<file path="src/rtl/alu_arbiter_if.sv">
// rtl/alu_arbiter_if.sv - requester/response and shared-ALU signal bundle for alu_arbiter
interface alu_arbiter_if;
  logic        req0_valid, req1_valid;
  logic [31:0] req0_port_A, req0_port_B, req1_port_A, req1_port_B;
  logic [3:0]  req0_alu_op, req1_alu_op;
  logic        req0_ready, req1_ready;
  logic        rsp0_valid, rsp1_valid;
  logic        rsp0_ready, rsp1_ready;
  logic [31:0] rsp_outport;
  logic [2:0]  rsp_flags;
  logic [31:0] alu_port_A, alu_port_B;
  logic [3:0]  alu_op;
  logic [31:0] alu_outport;
  logic        alu_zero, alu_neg, alu_overflow;

  modport master (
    output req0_valid, req1_valid, req0_port_A, req0_port_B, req1_port_A, req1_port_B,
           req0_alu_op, req1_alu_op, rsp0_ready, rsp1_ready,
    input  req0_ready, req1_ready, rsp0_valid, rsp1_valid, rsp_outport, rsp_flags
  );

  modport slave (
    input  req0_valid, req1_valid, req0_port_A, req0_port_B, req1_port_A, req1_port_B,
           req0_alu_op, req1_alu_op, rsp0_ready, rsp1_ready,
           alu_outport, alu_zero, alu_neg, alu_overflow,
    output req0_ready, req1_ready, rsp0_valid, rsp1_valid, rsp_outport, rsp_flags,
           alu_port_A, alu_port_B, alu_op
  );

  modport alu (
    input  alu_port_A, alu_port_B, alu_op,
    output alu_outport, alu_zero, alu_neg, alu_overflow
  );
endinterface

</file>
<file path="src/rtl/alu_arbiter.sv">
// rtl/alu_arbiter.sv - two-requester round-robin front end for a shared combinational ALU
module alu_arbiter #(
  parameter logic RR_INIT = 1'b0
) (
  input logic          clk,
  input logic          rst,
  alu_arbiter_if.slave bus
);
  localparam logic [1:0] S_IDLE = 2'd0;
  localparam logic [1:0] S_EXEC = 2'd1;
  localparam logic [1:0] S_RESP = 2'd2;

  logic [1:0]  state_q, state_d;
  logic        prio_q, prio_d;
  logic        grant_q, grant_d;
  logic [31:0] op_a_q, op_a_d;
  logic [31:0] op_b_q, op_b_d;
  logic [3:0]  op_code_q, op_code_d;
  logic [31:0] rsp_out_q, rsp_out_d;
  logic [2:0]  rsp_flags_q, rsp_flags_d;
  logic        take0, take1, rsp_done;

  // Ready is gated by rst so nothing is accepted while reset is held.
  always_comb begin
    take0    = !rst && (state_q == S_IDLE) && bus.req0_valid && (!bus.req1_valid || !prio_q);
    take1    = !rst && (state_q == S_IDLE) && bus.req1_valid && (!bus.req0_valid || prio_q);
    rsp_done = (state_q == S_RESP) && (grant_q ? bus.rsp1_ready : bus.rsp0_ready);
  end

  always_comb begin
    state_d     = state_q;
    prio_d      = prio_q;
    grant_d     = grant_q;
    op_a_d      = op_a_q;
    op_b_d      = op_b_q;
    op_code_d   = op_code_q;
    rsp_out_d   = rsp_out_q;
    rsp_flags_d = rsp_flags_q;
    case (state_q)
      S_IDLE: begin
        if (take0) begin
          op_a_d    = bus.req0_port_A;
          op_b_d    = bus.req0_port_B;
          op_code_d = bus.req0_alu_op;
          grant_d   = 1'b0;
          state_d   = S_EXEC;
        end else if (take1) begin
          op_a_d    = bus.req1_port_A;
          op_b_d    = bus.req1_port_B;
          op_code_d = bus.req1_alu_op;
          grant_d   = 1'b1;
          state_d   = S_EXEC;
        end
      end
      S_EXEC: begin
        rsp_out_d   = bus.alu_outport;
        rsp_flags_d = {bus.alu_overflow, bus.alu_neg, bus.alu_zero};
        state_d     = S_RESP;
      end
      S_RESP: begin
        if (rsp_done) begin
          prio_d  = ~grant_q;
          state_d = S_IDLE;
        end
      end
      default: state_d = S_IDLE;
    endcase
  end

  always_ff @(posedge clk or posedge rst) begin
    if (rst) begin
      state_q     <= S_IDLE;
      prio_q      <= RR_INIT;
      grant_q     <= 1'b0;
      op_a_q      <= '0;
      op_b_q      <= '0;
      op_code_q   <= '0;
      rsp_out_q   <= '0;
      rsp_flags_q <= '0;
    end else begin
      state_q     <= state_d;
      prio_q      <= prio_d;
      grant_q     <= grant_d;
      op_a_q      <= op_a_d;
      op_b_q      <= op_b_d;
      op_code_q   <= op_code_d;
      rsp_out_q   <= rsp_out_d;
      rsp_flags_q <= rsp_flags_d;
    end
  end

  assign bus.req0_ready  = take0;
  assign bus.req1_ready  = take1;
  assign bus.rsp0_valid  = (state_q == S_RESP) && !grant_q;
  assign bus.rsp1_valid  = (state_q == S_RESP) && grant_q;
  assign bus.rsp_outport = rsp_out_q;
  assign bus.rsp_flags   = rsp_flags_q;
  assign bus.alu_port_A  = op_a_q;
  assign bus.alu_port_B  = op_b_q;
  assign bus.alu_op      = op_code_q;
endmodule

</file>
<file path="src/flat_wrapper.sv">
// flat-port wrapper written by rule: the top's interface ports become plain ports
module alu_arbiter_flat 
#(
  parameter logic RR_INIT = 1'b0
)
  (clk, rst, bus_req0_valid, bus_req1_valid, bus_req0_port_A, bus_req0_port_B, bus_req1_port_A, bus_req1_port_B, bus_req0_alu_op, bus_req1_alu_op, bus_rsp0_ready, bus_rsp1_ready, bus_alu_outport, bus_alu_zero, bus_alu_neg, bus_alu_overflow, bus_req0_ready, bus_req1_ready, bus_rsp0_valid, bus_rsp1_valid, bus_rsp_outport, bus_rsp_flags, bus_alu_port_A, bus_alu_port_B, bus_alu_op);
  alu_arbiter_if bus_i ();
  input logic clk;
  input logic rst;
  input wire logic [$bits(bus_i.req0_valid)-1:0] bus_req0_valid;
  input wire logic [$bits(bus_i.req1_valid)-1:0] bus_req1_valid;
  input wire logic [$bits(bus_i.req0_port_A)-1:0] bus_req0_port_A;
  input wire logic [$bits(bus_i.req0_port_B)-1:0] bus_req0_port_B;
  input wire logic [$bits(bus_i.req1_port_A)-1:0] bus_req1_port_A;
  input wire logic [$bits(bus_i.req1_port_B)-1:0] bus_req1_port_B;
  input wire logic [$bits(bus_i.req0_alu_op)-1:0] bus_req0_alu_op;
  input wire logic [$bits(bus_i.req1_alu_op)-1:0] bus_req1_alu_op;
  input wire logic [$bits(bus_i.rsp0_ready)-1:0] bus_rsp0_ready;
  input wire logic [$bits(bus_i.rsp1_ready)-1:0] bus_rsp1_ready;
  input wire logic [$bits(bus_i.alu_outport)-1:0] bus_alu_outport;
  input wire logic [$bits(bus_i.alu_zero)-1:0] bus_alu_zero;
  input wire logic [$bits(bus_i.alu_neg)-1:0] bus_alu_neg;
  input wire logic [$bits(bus_i.alu_overflow)-1:0] bus_alu_overflow;
  output wire logic [$bits(bus_i.req0_ready)-1:0] bus_req0_ready;
  output wire logic [$bits(bus_i.req1_ready)-1:0] bus_req1_ready;
  output wire logic [$bits(bus_i.rsp0_valid)-1:0] bus_rsp0_valid;
  output wire logic [$bits(bus_i.rsp1_valid)-1:0] bus_rsp1_valid;
  output wire logic [$bits(bus_i.rsp_outport)-1:0] bus_rsp_outport;
  output wire logic [$bits(bus_i.rsp_flags)-1:0] bus_rsp_flags;
  output wire logic [$bits(bus_i.alu_port_A)-1:0] bus_alu_port_A;
  output wire logic [$bits(bus_i.alu_port_B)-1:0] bus_alu_port_B;
  output wire logic [$bits(bus_i.alu_op)-1:0] bus_alu_op;
  assign bus_i.req0_valid = bus_req0_valid;
  assign bus_i.req1_valid = bus_req1_valid;
  assign bus_i.req0_port_A = bus_req0_port_A;
  assign bus_i.req0_port_B = bus_req0_port_B;
  assign bus_i.req1_port_A = bus_req1_port_A;
  assign bus_i.req1_port_B = bus_req1_port_B;
  assign bus_i.req0_alu_op = bus_req0_alu_op;
  assign bus_i.req1_alu_op = bus_req1_alu_op;
  assign bus_i.rsp0_ready = bus_rsp0_ready;
  assign bus_i.rsp1_ready = bus_rsp1_ready;
  assign bus_i.alu_outport = bus_alu_outport;
  assign bus_i.alu_zero = bus_alu_zero;
  assign bus_i.alu_neg = bus_alu_neg;
  assign bus_i.alu_overflow = bus_alu_overflow;
  assign bus_req0_ready = bus_i.req0_ready;
  assign bus_req1_ready = bus_i.req1_ready;
  assign bus_rsp0_valid = bus_i.rsp0_valid;
  assign bus_rsp1_valid = bus_i.rsp1_valid;
  assign bus_rsp_outport = bus_i.rsp_outport;
  assign bus_rsp_flags = bus_i.rsp_flags;
  assign bus_alu_port_A = bus_i.alu_port_A;
  assign bus_alu_port_B = bus_i.alu_port_B;
  assign bus_alu_op = bus_i.alu_op;
  alu_arbiter #(.RR_INIT(RR_INIT)) u_core (.clk(clk), .rst(rst), .bus(bus_i));
endmodule
</file>
<file path="config.mk">
export PLATFORM = sky130hd
export DESIGN_NAME = alu_arbiter_flat
export DESIGN_NICKNAME = d
export VERILOG_FILES = /design/src/rtl/alu_arbiter_if.sv /design/src/rtl/alu_arbiter.sv /design/src/flat_wrapper.sv
export SDC_FILE = /design/constraint.sdc
export NUM_CORES = 1
export LEC_CHECK = 0
export CORE_ASPECT_RATIO = 0.9
export CORE_MARGIN = 10
export CORE_UTILIZATION = 41
export DETAILED_ROUTE_END_ITERATION = 8
export GPL_TIMING_DRIVEN = 0
export MAX_ROUTING_LAYER = met4
export PLACE_DENSITY_LB_ADDON = 0.12
export SLEW_MARGIN = 10
export SYNTH_ARGS = -nofsm -noshare
export SYNTH_HDL_FRONTEND = slang
export SYNTH_SLANG_ARGS = --single-unit
</file>
<file path="constraint.sdc">
create_clock -name clk -period 5 [get_ports clk]
set_clock_uncertainty 0.1 [all_clocks]
set_input_delay 0.75 -clock clk [delete_from_list [all_inputs] [get_ports clk]]
set_output_delay 0.75 -clock clk [all_outputs]
set_load 0.005 [all_outputs]
</file>
==> flow_metrics.py <==
metrics = {
    "status": {
        "status": "complete, no violations",
    },
    "timing": {
        "hold_violations": 0,
        "fmax_ghz": 0.272,
        "fin_setup_tns_ns": 0,
        "maxSlewViolCount": 0,
        "layout_min_cycle_time_ns": 3.68,
        "slew_headroom_pct": 62.4,
        "report.final.setup_viol": 0,
        "period_share_pct": 73.5,
        "rsz0062_at_grt": "false",
        "tightestPinTransition_ns": 0.563,
    },
    "clock_tree": {
        "cts_max_path_buffers": 2,
        "clock-sinks": 107,
        "htree_levels": 3,
        "cts_hold_buffers": 0,
        "cts_buffers": 9,
        "clk_pin_slew_ns": 0.07,
        "postCtsSetupBuffers": 0,
        "insertion_delay_ns": 0.34,
        "cts_root_buf": "clkbuf_16",
        "cts_resized": 0,
        "cts_tree": "yes",
    },
    "routing": {
        "first_pass_iters": 6,
        "routed_wirelength_um": 20100,
        "wl_met3_um": 1880,
        "top_layer": "met4",
        "avgRoutedWirePerCell_um": 21.1,
        "vias": 5258,
        "ant_nets": 0,
        "wl_met2_um": 10000,
        "routed_via_density": 5.52,
        "met1Wirelength_um": 7700,
        "drt-initial-drc-count": 361,
        "drc_errors": 0,
    },
    "grt": {
        "gr-total-overflow": 0,
        "grt_max_degree": 57,
        "grt_pass1_wl_um": 30600,
        "antenna_found_initial": 0,
        "first_global_vias": 5464,
        "grt_usage_pct": 23.7,
    },
    "synthesis": {
        "synth_edf_count": 0,
        "synth.yosys.seq_area_share_pct": 54.3,
        "ys_async_sr_fraction_pct": 100,
        "syn_nets": 673,
        "synthCells": 496,
        "netlist_area_um2": 4930,
        "synth.distinct_cells": 24,
        "syn_area_per_cell_um2": 9.94,
        "synth-seq-cells": 107,
        "ys_warn_count": 0,
        "synthFlopType": "dfrtp_1",
    },
    "floorplan": {
        "die_area_um2": 16800,
        "die-height_um": 124,
        "row_count": 37,
        "fp.coreArea_um2": 11600,
        "io_pins": 284,
        "dieWidth_um": 136,
        "initial_utilization_pct": 42.4,
    },
    "worst_setup_path": {
        "crit_buf_inv": 5,
        "crit_start": "rst",
        "crit_type": "primary input to primary output",
        "crit_end": "bus_req0_ready",
        "crit_cells": 7,
        "worst_path_max_delay_cell": "clkdlybuf4s50_1",
        "arrival_ns": 2.83,
        "r2r_cells": 5,
        "ff2ff_setup_slack_ns": 3.02,
        "critPathTopFamily": "buffers and inverters",
        "path_cells": "clkdlybuf4s50_1, or3_1, buf_2, buf_6, buf_6, nor2_1, clkdlybuf4s50_1",
        "r2r_start": "u_core.prio_q",
        "reg2reg_to": "u_core.bus.alu_port_A[1]",
        "slowest_delay_ns": 0.56,
        "cp-end-kind": "primary output",
        "cp.required_ns": 4.15,
        "cp_max_fo": 10,
        "start_kind": "primary input",
    },
    "finish": {
        "layout_commonest_cell": "clkdlybuf4s50_1",
        "final_util_pct": 71.3,
        "syn_to_final_growth_pct": 67.9,
        "diodes": 0,
        "layout.nets": 968,
        "final_cell_mix": "clkdlybuf4s50_1, dfrtp_1, a21oi_1",
        "drive_above_1_share_pct": 10.1,
    },
    "pwr": {
        "vdd_ir_drop_max_mv": 0.227,
        "cellLeakagePower_nw": 3.14,
        "power.density_nw_per_um2": 519,
        "totalPowerFinal_mw": 4.30,
    },
    "place": {
        "hpwlAfterDp_um": 15600,
        "port_buffers": 283,
        "place_congestion": 0.861,
    },
    "worst_hold_path": {
        "worstHoldPathType": "flop to flop",
    },
    "job": {
        "drv_cap": 0,
    },
}
[how the worst min path moves through the flow]
stage | end | startpoint | cells past startpoint
floorplan | u_core.bus.rsp_outport[10] | u_core.bus.rsp_outport[10] | 1
global placement | u_core.bus.rsp_outport[28] | u_core.bus.rsp_outport[28] | 1
detailed placement | u_core.bus.rsp_outport[4] | u_core.bus.rsp_outport[4] | 1
CTS | u_core.bus.rsp_outport[4] | u_core.bus.rsp_outport[4] | 1
global route | u_core.bus.rsp_outport[12] | u_core.bus.rsp_outport[12] | 1
finish | u_core.bus.rsp_outport[6] | u_core.bus.rsp_outport[6] | 1
[power breakdown]
group	switching [mW]	internal [mW]
clock	0.334	0.358
combinational	0.861	1.22
sequential	0.240	1.29
[cells by family (layout without fill, tap and decap cells)]
| logic type | Yosys count | after routing | synth area share, % |
|---|---|---|---|
| compound gates | 213 | 213 | 23.5 |
| buf+inv | 61 | 361 | 5.96 |
| flops | 107 | 107 | 54.3 |
| mux | 35 | 35 | 7.99 |
| simple gates | 80 | 80 | 8.24 |
[cell usage after synthesis (2+ instances only)]
| cell | number | area share (%) |
|---|---|---|
| a31oi_1 | 69 | 8.8 |
| clkbuf_1 | 31 | 2.4 |
| nor2_1 | 4 | 0.30 |
| a21oi_1 | 71 | 7.2 |
| dfrtp_1 | 107 | 54 |
| o21ai_0 | 52 | 5.3 |
| mux2_2 | 35 | 8.0 |
| o21ai_1 | 19 | 1.9 |
| nand2b_1 | 2 | 0.25 |
| inv_1 | 4 | 0.30 |
| nand3_1 | 68 | 6.9 |
| buf_2 | 18 | 1.8 |
| buf_6 | 5 | 1.1 |
[cell type report]
class	count	area [um2]
inverters	4	20.0
repair buffers	284	2860
plain buffers	57	279
flip-flops and latches	107	2680
clock buffers	10	239
clock inverters	6	47.5
well taps	156	195
multi-input cells	328	1960
fillers	877	3340
[registers in the layout, summed over array words and instances, names as in the netlist]
signal,flops
u_core.bus.rsp_outport,32
u_core.bus.alu_port_B,32
u_core.bus.alu_op,4
u_core.grant_q,1
u_core.state_q,2
u_core.prio_q,1
u_core.bus.rsp_flags,3
u_core.bus.alu_port_A,32
[per-stage QoR]
stage,area (um2),hold WS (ns),setup WS (ns),instances
after floorplan,4930,0.404,1.33,496
after global placement,7960,0.386,-0.330,935
after detailed placement,7990,0.392,1.31,936
after CTS,8280,0.408,1.30,952
after global routing,8280,0.420,1.17,952
final,8280,0.406,1.32,952
[metal layers]
| layer | vias to the layer above | track usage [%] |
|---|---|---|
| met5 | - | - |
| li1 | 2431 | - |
| met3 | 33 | 6.20 |
| met1 | 2512 | 28.0 |
| met2 | 282 | 39.0 |
| met4 | 0 | 7.66 |
No activity file was read; power rests on OpenSTA's default activity.
